File: src/rtl/shared_incr_pkg.sv
// Shared definitions for the time-shared incrementer scheduler:
// FSM state encoding and default geometry.
package shared_incr_pkg;

  typedef enum logic [1:0] {
    S_IDLE    = 2'd0,
    S_OPERAND = 2'd1,
    S_WRITE   = 2'd2
  } state_t;

  localparam int DEF_CHANNELS = 4;
  localparam int DEF_WIDTH    = 8;

endpackage

File: src/rtl/shared_incrementer_scheduler_ripple_incrementer.sv
// Combinational ripple incrementer: a chain of half-adder cells with the
// carry into bit 0 tied high, producing a + 1 and the carry-out.
module ripple_incrementer #(
  parameter int WIDTH = 8
) (
  input  logic [WIDTH-1:0] i_a,
  output logic [WIDTH-1:0] o_sum,
  output logic             o_cout
);

  logic [WIDTH:0] w_carry;

  assign w_carry[0] = 1'b1;

  generate
    for (genvar gi = 0; gi < WIDTH; gi++) begin : g_ha
      assign o_sum[gi]       = i_a[gi] ^ w_carry[gi];
      assign w_carry[gi + 1] = i_a[gi] & w_carry[gi];
    end
  endgenerate

  assign o_cout = w_carry[WIDTH];

endmodule

File: src/rtl/shared_incrementer_scheduler.sv
// Round-robin scheduler that time-shares one registered incrementer among
// CHANNELS counters: grant in S_IDLE, compute in S_OPERAND, ack/write in S_WRITE.
module shared_incrementer_scheduler
  import shared_incr_pkg::*;
#(
  parameter int CHANNELS = DEF_CHANNELS,
  parameter int WIDTH    = DEF_WIDTH
) (
  input  logic                      i_clk,
  input  logic                      i_RESET_n,
  input  logic [CHANNELS-1:0]       i_req,
  input  logic [CHANNELS-1:0]       i_clr,
  output logic [CHANNELS-1:0]       o_ack,
  output logic [CHANNELS*WIDTH-1:0] o_count,
  output logic                      o_wrap,
  output logic                      o_busy
);

  localparam int PW = (CHANNELS > 1) ? $clog2(CHANNELS) : 1;

  state_t           r_state;
  logic [PW-1:0]    r_ptr;
  logic [PW-1:0]    r_idx;
  logic [WIDTH-1:0] r_operand;
  logic [WIDTH:0]   r_result;
  logic             r_kill;

  logic [WIDTH-1:0] w_count [CHANNELS];
  logic [WIDTH-1:0] w_sum;
  logic             w_cout;
  logic             w_grant_valid;
  logic [PW-1:0]    w_grant_idx;
  logic [PW-1:0]    w_cand;

  ripple_incrementer #(.WIDTH(WIDTH)) u_incr (
    .i_a    (r_operand),
    .o_sum  (w_sum),
    .o_cout (w_cout)
  );

  // Scan offsets from farthest to nearest so the first requester at or
  // after the pointer is the last one written and therefore wins.
  always_comb begin
    w_grant_valid = 1'b0;
    w_grant_idx   = '0;
    w_cand        = '0;
    for (int i = CHANNELS - 1; i >= 0; i--) begin
      w_cand = PW'((int'(r_ptr) + i) % CHANNELS);
      if (i_req[w_cand]) begin
        w_grant_valid = 1'b1;
        w_grant_idx   = w_cand;
      end
    end
  end

  always_ff @(posedge i_clk or negedge i_RESET_n) begin
    if (!i_RESET_n) begin
      r_state   <= S_IDLE;
      r_ptr     <= '0;
      r_idx     <= '0;
      r_operand <= '0;
      r_result  <= '0;
      r_kill    <= 1'b0;
    end else begin
      case (r_state)
        S_IDLE: begin
          if (w_grant_valid) begin
            r_idx     <= w_grant_idx;
            r_operand <= w_count[w_grant_idx];
            r_kill    <= 1'b0;
            r_state   <= S_OPERAND;
          end
        end
        S_OPERAND: begin
          r_result <= {w_cout, w_sum};
          // A clear of the in-flight channel here cancels write-back and wrap.
          r_kill   <= i_clr[r_idx];
          r_state  <= S_WRITE;
        end
        S_WRITE: begin
          r_ptr   <= (r_idx == PW'(CHANNELS - 1)) ? '0 : r_idx + PW'(1);
          r_state <= S_IDLE;
        end
        default: r_state <= S_IDLE;
      endcase
    end
  end

  generate
    for (genvar gi = 0; gi < CHANNELS; gi++) begin : g_chan
      logic [WIDTH-1:0] r_cnt;

      assign o_ack[gi] = (r_state == S_WRITE) && (r_idx == PW'(gi));

      always_ff @(posedge i_clk or negedge i_RESET_n) begin
        if (!i_RESET_n)
          r_cnt <= '0;
        else if (i_clr[gi])
          r_cnt <= '0;
        else if (o_ack[gi] && !r_kill)
          r_cnt <= r_result[WIDTH-1:0];
      end

      assign w_count[gi]                = r_cnt;
      assign o_count[gi*WIDTH +: WIDTH] = r_cnt;
    end
  endgenerate

  assign o_busy = (r_state != S_IDLE);
  assign o_wrap = (r_state == S_WRITE) && r_result[WIDTH] && !r_kill;

endmodule

File: config.mk
export PLATFORM = sky130hd
export DESIGN_NAME = shared_incrementer_scheduler
export DESIGN_NICKNAME = d
export VERILOG_FILES = /design/src/rtl/shared_incr_pkg.sv /design/src/rtl/shared_incrementer_scheduler_ripple_incrementer.sv /design/src/rtl/shared_incrementer_scheduler.sv
export SDC_FILE = /design/constraint.sdc
export NUM_CORES = 1
export LEC_CHECK = 0
export CORE_MARGIN = 8
export CORE_UTILIZATION = 45
export DETAILED_ROUTE_END_ITERATION = 8
export DONT_BUFFER_PORTS = 1
export GPL_ROUTABILITY_DRIVEN = 0
export PLACE_DENSITY_LB_ADDON = 0.05
export SETUP_SLACK_MARGIN = 0.05
export SKIP_CTS_REPAIR_TIMING = 1
export SLEW_MARGIN = 0
export SYNTH_ARGS = -nofsm -noshare
export SYNTH_HDL_FRONTEND = slang
export SYNTH_HIERARCHICAL = 1
export SYNTH_SLANG_ARGS = --single-unit
File: constraint.sdc
create_clock -name i_clk -period 2.43 [get_ports i_clk]
set_clock_uncertainty 0.05 [all_clocks]
set_input_delay 0.3645 -clock i_clk [delete_from_list [all_inputs] [get_ports i_clk]]
set_output_delay 0.3645 -clock i_clk [all_outputs]
set_load 0.02 [all_outputs]
==> impl_metrics.env, run 1 <==
export IMPL_grt_overflow_total=0
export IMPL_reg2reg_slack_ns=0.22
export IMPL_cp_startpoint="r_operand[0]"
export IMPL_seq_area_frac_synth_pct=52.5
export IMPL_cts_tree="built"
export IMPL_cts_root_buf="clkbuf_8"
export IMPL_synth_nets=286
export IMPL_htreeDepth=2
export IMPL_wl_per_cell_um=20.7
export IMPL_antenna_left=0
export IMPL_dp_hpwl_um=4730
export IMPL_syn2layout_area_growth_pct=6.00
export IMPL_min_to="g_chan[1].r_cnt[1]"
export IMPL_finalNetCount=286
export IMPL_io_pins=48
export IMPL_finalPower_w=0.00234
export IMPL_crit_top_cell="ha_1"
export IMPL_r2r_end="r_result[7]"
export IMPL_cp_top_family="adder cells"
export IMPL_p_per_area_mw_per_mm2=827
export IMPL_rows=28
export IMPL_cts_buffers=5
export IMPL_yosys_area_top_type="dfrtp_1"
export IMPL_utilization_pct=48.7
export IMPL_cp_arrival_ns=2.36
export IMPL_insertion_delay_ns=0.31
export IMPL_period_needed_ns=2.21
export IMPL_whs_ns=0.0498
export IMPL_hold_path_class="primary input to flip-flop"
export IMPL_clock_fmax_mhz=453
export IMPL_max_stage_delay_ns=0.41
export IMPL_status="complete, no violations"
export IMPL_cts_buffer_depth=2
export IMPL_ir_worst_vdd_uv=503
export IMPL_min_from="i_clr[1]"
export IMPL_grt_max_degree=57
export IMPL_crit_required_ns=2.58
export IMPL_tightest_slew_ns=0.506
export IMPL_crit_path_end_kind="flip-flop"
export IMPL_wl_um=7050
export IMPL_vias=1872
export IMPL_layout_drive_gt1_share_pct=8.68
export IMPL_grt_first_pass_wirelength_um=11300
export IMPL_grt_pass1_vias=1908
export IMPL_syn_inst=265
export IMPL_die_x_um=93.0
export IMPL_path_class="flip-flop to flip-flop"
export IMPL_grt_setup_unrepaired="false"
export IMPL_layout_commonest_cell="nand2_1"
export IMPL_initial_utilization_pct=45.9
export IMPL_crit_buf_inv=0
export IMPL_antenna_cells=0
export IMPL_startpoint_type="flip-flop"
export IMPL_avgSynthCellArea_um2=10.1
export IMPL_cts_sinks=56
export IMPL_synth_seq_cells=56
export IMPL_antenna_found_initial=0
export IMPL_fin_cells=340
export IMPL_min_delay_path_depth=1
export IMPL_crit_slowest_cell="dfrtp_1"
export IMPL_crit_fanout=3
export IMPL_drt_iter0_drc=95
export IMPL_path_cells="ha_1, ha_1, ha_1, ha_1, ha_1, ha_1, ha_1, mux2_2"
export IMPL_timing_final_crit_share_pct=90.9
export IMPL_dr_pass1_iters=4
export IMPL_die_area_mm2=0.00865
export IMPL_synthTopCellsByArea="dfrtp_1 52%, nand2_1 12%, a21oi_1 6.2%"
export IMPL_die_y_um=93.0
export IMPL_core_area_mm2=0.00582
export IMPL_netlist_area_mm2=0.00267
export IMPL_drc_errors=0
export IMPL_cap_viol_max_count=0
export IMPL_rr_worst_depth=8
export IMPL_hold_viol=0
export IMPL_grt_usage_pct=17.3
export IMPL_synth_distinct_cells=28
export IMPL_synth_top_area_share_pct=52.5
export IMPL_p_leak_nw=1.29
export IMPL_layout_common_cells="84 x nand2_1, 56 x dfrtp_1, 33 x a21oi_1, 16 x mux2i_1, 11 x ha_1"
export IMPL_clkSlewWorstSetupHoldPaths_ns=0.10
export IMPL_portBuffers=0
export IMPL_setup_tns_ns=0
export IMPL_slew_violations=0
export IMPL_via_per_inst=5.51
export IMPL_setup_viol=0
export IMPL_dp_cells=331
export IMPL_yosysWarningCount=6
export IMPL_slew_headroom_pct=66.0
export IMPL_r2r_start="r_operand[0]"
[per-stage QoR]
| step | setup slack (ns) | cell area, um^2 |
|---|---|---|
| final | 0.221 | 2830 |
| after global routing | 0.135 | 2830 |
| after CTS | 0.223 | 2790 |
| after detailed placement | 0.255 | 2720 |
| after global placement | 0.266 | 2720 |
| after floorplan | 0.334 | 2670 |
[worst register-to-register path, cell delays in order (launching register included)]
cell	delay, ns
dfrtp_1	0.41
ha_1	0.20
ha_1	0.18
ha_1	0.19
ha_1	0.18
ha_1	0.18
ha_1	0.18
ha_1	0.26
mux2_2	0.26
[how the worst max path moves through the flow]
stage	end	cells after the start
floorplan	r_result[7]	8
global placement	r_result[7]	8
detailed placement	r_result[7]	8
CTS	r_result[7]	8
global route	r_result[7]	8
finish	r_result[7]	8
[state kept, by name, summed over array words and instances (netlist names)]
signal	flops
r_state	2
r_operand	8
g_chan.r_cnt	32
r_kill	1
r_idx	2
r_ptr	2
r_result	9
[per-layer routing]
metal | global-route usage [%] | up-vias | share of wire [%]
met3 | 4.65 | 6 | 7.9
li1 | - | 894 | -
met2 | 27.3 | 54 | 48
met4 | 4.30 | 0 | 0.92
met1 | 23.0 | 918 | 44
met5 | 0 | - | 0
[cell usage after synthesis (all sizes together)]
library cell and instances:
mux4 1, o21ai 4, and2 9, mux2i 17, nor3b 1, ha 11, or2 1, nand2 84
o31ai 1, o221ai 8, nand2b 3, inv 4, a211o 1, dfrtp 56, mux2 9, a21o 1
nor2b 2, a211oi 1, a21oi 33, buf 7, or3 1, clkbuf 6, nor2 4
[area by class of cell]
class                           count  area [um^2]
Sequential cell                    56         1400
Multi-Input combinational cell    192         1170
Tap cell                           75         93.8
Fill cell                         577         2990
Clock buffer                        6         72.6
Clock inverter                      1         5.00
Timing Repair Buffer                6         67.6
Inverter                            4         15.0
[cells by family (layout without fill, tap and decap cells)]
kind of cell	Yosys count	in the layout	synth area share, %
AND/OR/NAND/NOR	105	105	16.4
flip-flops	56	56	52.5
AO/OA/AOI/OAI	49	49	11.0
multiplexers	27	27	11.5
buffers and inverters	17	17	3.51
adder cells (fa/ha/maj)	11	11	5.15
[report_power, final]
| part | leakage, nW | total (W) | switching (W) | internal [W] |
|---|---|---|---|---|
| sequential | 0.767 | 0.00113 | 0.000112 | 0.00102 |
| clock | 0.0410 | 0.000492 | 0.000294 | 0.000197 |
| combinational | 0.481 | 0.000719 | 0.000461 | 0.000258 |
No activity file was read; power rests on OpenSTA's default activity.
==> run 2: changes to the inputs <==
CELL_PAD_IN_SITES_DETAIL_PLACEMENT = 1   (was default)
CELL_PAD_IN_SITES_GLOBAL_PLACEMENT = 2   (was default)
CORE_UTILIZATION = 39   (was 45)
CTS_CLUSTER_DIAMETER = 150   (was default)
==> impl_metrics.env, run 2 (same netlist as run 1, synthesis figures left out) <==
export IMPL_antenna_cells=0
export IMPL_die_area_mm2=0.00975
export IMPL_layout_common_cells="84 x nand2_1, 56 x dfrtp_1, 33 x a21oi_1, 16 x mux2i_1, 11 x ha_1"
export IMPL_status="complete, no violations"
export IMPL_grt_pass1_vias=2042
export IMPL_tightest_slew_ns=0.442
export IMPL_slew_violations=0
export IMPL_crit_path_end_kind="flip-flop"
export IMPL_largest_register_ff_count=32
export IMPL_dp_hpwl_um=5280
export IMPL_wl_met1_um=3550
export IMPL_cts_root_buf="clkbuf_8"
export IMPL_crit_fanout=3
export IMPL_insertion_delay_ns=0.31
export IMPL_dr_pass1_iters=4
export IMPL_setup_viol=0
export IMPL_hold_path_class="primary input to flip-flop"
export IMPL_path_class="flip-flop to flip-flop"
export IMPL_cts_sinks=56
export IMPL_io_pins=48
export IMPL_startpoint_type="flip-flop"
export IMPL_dp_cells=336
export IMPL_core_area_mm2=0.00672
export IMPL_slew_headroom_pct=70.4
export IMPL_highest_layer="met4"
export IMPL_cp_arrival_ns=2.35
export IMPL_pre_cts_slack_ns=0.251
export IMPL_grt_usage_pct=15.6
export IMPL_nFillCells=759
export IMPL_drt_iter0_drc=53
export IMPL_grt_max_degree=57
export IMPL_timing_final_crit_share_pct=90.6
export IMPL_hold_viol=0
export IMPL_die_y_um=98.7
export IMPL_cts_buffer_depth=2
export IMPL_cts_tree="built"
export IMPL_syn2layout_area_growth_pct=6.61
export IMPL_fin_cells=346
export IMPL_wl_met3_um=424
export IMPL_layout_commonest_cell="nand2_1"
export IMPL_grt_overflow_total=0
export IMPL_portBuffers=0
export IMPL_regMostFlops="g_chan.r_cnt"
export IMPL_antenna_left=0
export IMPL_clock_fmax_mhz=454
export IMPL_finalPower_w=0.00235
export IMPL_grt_setup_unrepaired="false"
export IMPL_setup_tns_ns=0
export IMPL_antenna_found_initial=0
export IMPL_grt_first_pass_wirelength_um=12000
export IMPL_wl_um=7080
export IMPL_reg2reg_slack_ns=0.23
export IMPL_finalNetCount=286
export IMPL_initial_utilization_pct=39.7
export IMPL_clkSlewWorstSetupHoldPaths_ns=0.10
export IMPL_ir_worst_vdd_uv=308
export IMPL_crit_required_ns=2.58
export IMPL_via_per_inst=5.32
export IMPL_p_leak_nw=1.30
export IMPL_rows=30
export IMPL_setup_slack_ns=0.229
export IMPL_layout_drive_gt1_share_pct=9.40
export IMPL_cap_viol_max_count=0
export IMPL_drc_errors=0
export IMPL_vias=1839
export IMPL_p_per_area_mw_per_mm2=826
export IMPL_wl_met2_um=3070
export IMPL_top_regs="g_chan.r_cnt (32), r_result (9), r_operand (8)"
export IMPL_wl_per_cell_um=20.5
export IMPL_htreeDepth=2
export IMPL_die_x_um=98.7
export IMPL_period_needed_ns=2.20
export IMPL_cts_buffers=5
run 2: cell types whose count changed in the layout (fill, tap and decap cells not counted):
| cell | previous run | this run |
|---|---|---|
| clkinv_2 | 1 | 2 |
| clkinv_4 | 0 | 1 |
| clkbuf_1 | 1 | 0 |
run 2: layout make-up:
type	instances	area, um^2	area share, %
sequential	56	1400	49.2
multi-input combinational	192	1170	41.3
tap	80	100	3.52
clock buffer	5	68.8	2.42
timing repair buffer	6	67.6	2.37
clock inverter	3	18.8	0.659
inverter	4	15.0	0.527
run 2: metal layers:
layer	track usage (%)	vias up
met1	21.9	895
met2	22.8	38
met4	3.54	0
met5	0	-
met3	4.93	2
li1	-	904
run 2: power by group:
part           switching [W]  leakage [nW]  internal [W]
combinational       0.000445         0.481      0.000258
clock               0.000309        0.0479      0.000202
sequential          0.000119         0.767       0.00102
total               0.000874          1.30       0.00148
run 2: worst max-delay path, cell delays in order, from the launching register on:
cell and delay (ns):
dfrtp_1 0.41, ha_1 0.21, ha_1 0.18, ha_1 0.18
ha_1 0.18, ha_1 0.18, ha_1 0.19, ha_1 0.26
mux2_2 0.26
run 2: final timing paths:
| path | from | end | depth (start not counted) |
|---|---|---|---|
| setup / recovery | r_operand[0] | r_result[7] | 8 |
| hold / removal | i_clr[0] | g_chan[0].r_cnt[2] | 1 |
| setup reg to reg | r_operand[0] | r_result[7] | 8 |
| hold reg to reg | r_operand[2] | r_operand[2] | 2 |
| max in group asynchronous | i_RESET_n | r_operand[4] | 2 |
| min in group asynchronous | i_RESET_n | g_chan[2].r_cnt[7] | 2 |
run 2: through the flow:
step	utilization [%]	hold WS, ns	cell area [um^2]
finish	42.4	0.0487	2850
detailed placement	40.5	0.0205	2720
floorplan	-	0.0189	2670
global placement	40.5	0.0209	2720
global route	42.4	0.0278	2850
CTS	41.8	-0.328	2810
==> run 3: changes to the inputs <==
HOLD_SLACK_MARGIN = 0.1   (was default)
==> impl_metrics.env, run 3 (same netlist as run 1, synthesis figures left out) <==
export IMPL_status="complete, no violations"
export IMPL_wl_um=7240
export IMPL_ir_worst_vdd_uv=309
export IMPL_io_pins=48
export IMPL_crit_slowest_cell="dfrtp_1"
export IMPL_path_cells="ha_1, ha_1, ha_1, ha_1, ha_1, ha_1, ha_1, mux2_2"
export IMPL_cp_arrival_ns=2.35
export IMPL_grt_overflow_total=0
export IMPL_p_leak_nw=1.31
export IMPL_insertion_delay_ns=0.31
export IMPL_syn2layout_area_growth_pct=8.11
export IMPL_fin_cells=350
export IMPL_dp_cells=336
export IMPL_cts_sinks=56
export IMPL_crit_required_ns=2.58
export IMPL_rows=30
export IMPL_stdcell_area_mm2=0.00289
export IMPL_grt_first_pass_wirelength_um=12000
export IMPL_cap_viol_max_count=0
export IMPL_die_y_um=98.7
export IMPL_portBuffers=0
export IMPL_grt_setup_unrepaired="false"
export IMPL_layout_commonest_cell="nand2_1"
export IMPL_p_per_area_mw_per_mm2=820
export IMPL_whs_ns=0.352
export IMPL_antenna_found_initial=0
export IMPL_hold_path_class="primary input to flip-flop"
export IMPL_setup_tns_ns=0
export IMPL_core_area_mm2=0.00672
export IMPL_die_x_um=98.7
export IMPL_crit_top_cell="ha_1"
export IMPL_htreeDepth=2
export IMPL_slew_headroom_pct=70.6
export IMPL_min_from="i_clr[1]"
export IMPL_period_needed_ns=2.20
export IMPL_top_regs="g_chan.r_cnt (32), r_result (9), r_operand (8)"
export IMPL_dr_pass1_iters=4
export IMPL_clock_fmax_mhz=454
export IMPL_utilization_pct=43.0
export IMPL_wl_per_cell_um=20.7
export IMPL_cp_endpoint="r_result[7]"
export IMPL_cts_tree="built"
export IMPL_drc_errors=0
export IMPL_dp_hpwl_um=5280
export IMPL_initial_utilization_pct=39.7
export IMPL_layout_common_cells="84 x nand2_1, 56 x dfrtp_1, 33 x a21oi_1, 16 x mux2i_1, 11 x ha_1"
export IMPL_crit_path_end_kind="flip-flop"
export IMPL_vias=1851
export IMPL_largest_register_ff_count=32
export IMPL_cp_startpoint="r_operand[0]"
export IMPL_grt_max_degree=57
export IMPL_startpoint_type="flip-flop"
export IMPL_grt_pass1_vias=2042
export IMPL_path_class="flip-flop to flip-flop"
export IMPL_max_stage_delay_ns=0.41
export IMPL_cts_buffer_depth=2
export IMPL_reg2reg_slack_ns=0.23
export IMPL_via_per_inst=5.29
export IMPL_tightest_slew_ns=0.439
export IMPL_grt_usage_pct=15.6
export IMPL_regMostFlops="g_chan.r_cnt"
export IMPL_hold_viol=0
export IMPL_crit_fanout=3
export IMPL_finalNetCount=290
export IMPL_cts_buffers=5
export IMPL_slew_violations=0
export IMPL_clkSlewWorstSetupHoldPaths_ns=0.10
export IMPL_place_area_mm2=0.00272
export IMPL_layout_drive_gt1_share_pct=9.26
export IMPL_antenna_cells=0
export IMPL_cts_root_buf="clkbuf_8"
export IMPL_timing_final_crit_share_pct=90.6
export IMPL_r2r_start="r_operand[0]"
export IMPL_r2r_end="r_result[7]"
export IMPL_setup_viol=0
export IMPL_die_area_mm2=0.00975
export IMPL_rr_worst_depth=8
export IMPL_antenna_left=0
export IMPL_drt_iter0_drc=31
==> run 3: changes by cell type in the layout (fill, tap and decap cells not counted), sizes merged <==
cell / previous run / this run
dlygate4sd3: 1 / 5
==> run 3: how the worst min path moves through the flow <==
stage	to	slack, ns	cells after the start
floorplan	g_chan[0].r_cnt[0]	0.02	0
global placement	g_chan[2].r_cnt[7]	0.02	0
detailed placement	g_chan[3].r_cnt[7]	0.02	0
CTS	r_result[6]	-0.33	0
global route	r_kill	0.36	3
finish	r_kill	0.35	3
==> run 3: cell type report <==
| cell class | instances | area [um^2] |
|---|---|---|
| inverters | 4 | 15.0 |
| flip-flops and latches | 56 | 1400 |
| clock buffers | 5 | 68.8 |
| clock inverters | 3 | 18.8 |
| fillers | 760 | 3830 |
| multi-input cells | 192 | 1170 |
| well taps | 80 | 100 |
| repair buffers | 10 | 108 |
==> run 3: where the power goes <==
part	internal [W]	switching [W]	leakage, nW
clock	0.000202	0.000310	0.0479
combinational	0.000262	0.000454	0.497
sequential	0.00102	0.000120	0.767
==> run 3: layer usage <==
metal / vias to the layer above / global-route usage, % / routed length [um]
li1: 908 / - / -
met1: 905 / 21.9 / 3630
met2: 36 / 22.8 / 3170
met3: 2 / 4.93 / 411
met4: 0 / 3.54 / 37
met5: - / 0 / 0
==> run 3: per-stage QoR <==
| stage | total power [W] | setup WS, ns |
|---|---|---|
| after floorplan | 0.00167 | 0.334 |
| after global routing | 0.00251 | 0.111 |
| after global placement | 0.00184 | 0.281 |
| final | 0.00237 | 0.229 |
| after detailed placement | 0.00185 | 0.251 |
| after CTS | 0.00237 | 0.227 |
==> run 3: critical path, delay by kind of cell, from the launching register on <==
family                     cells  cell delay [ns]
DFF                            1             0.41
muxes                          1             0.26
adders and majority gates      7             1.38
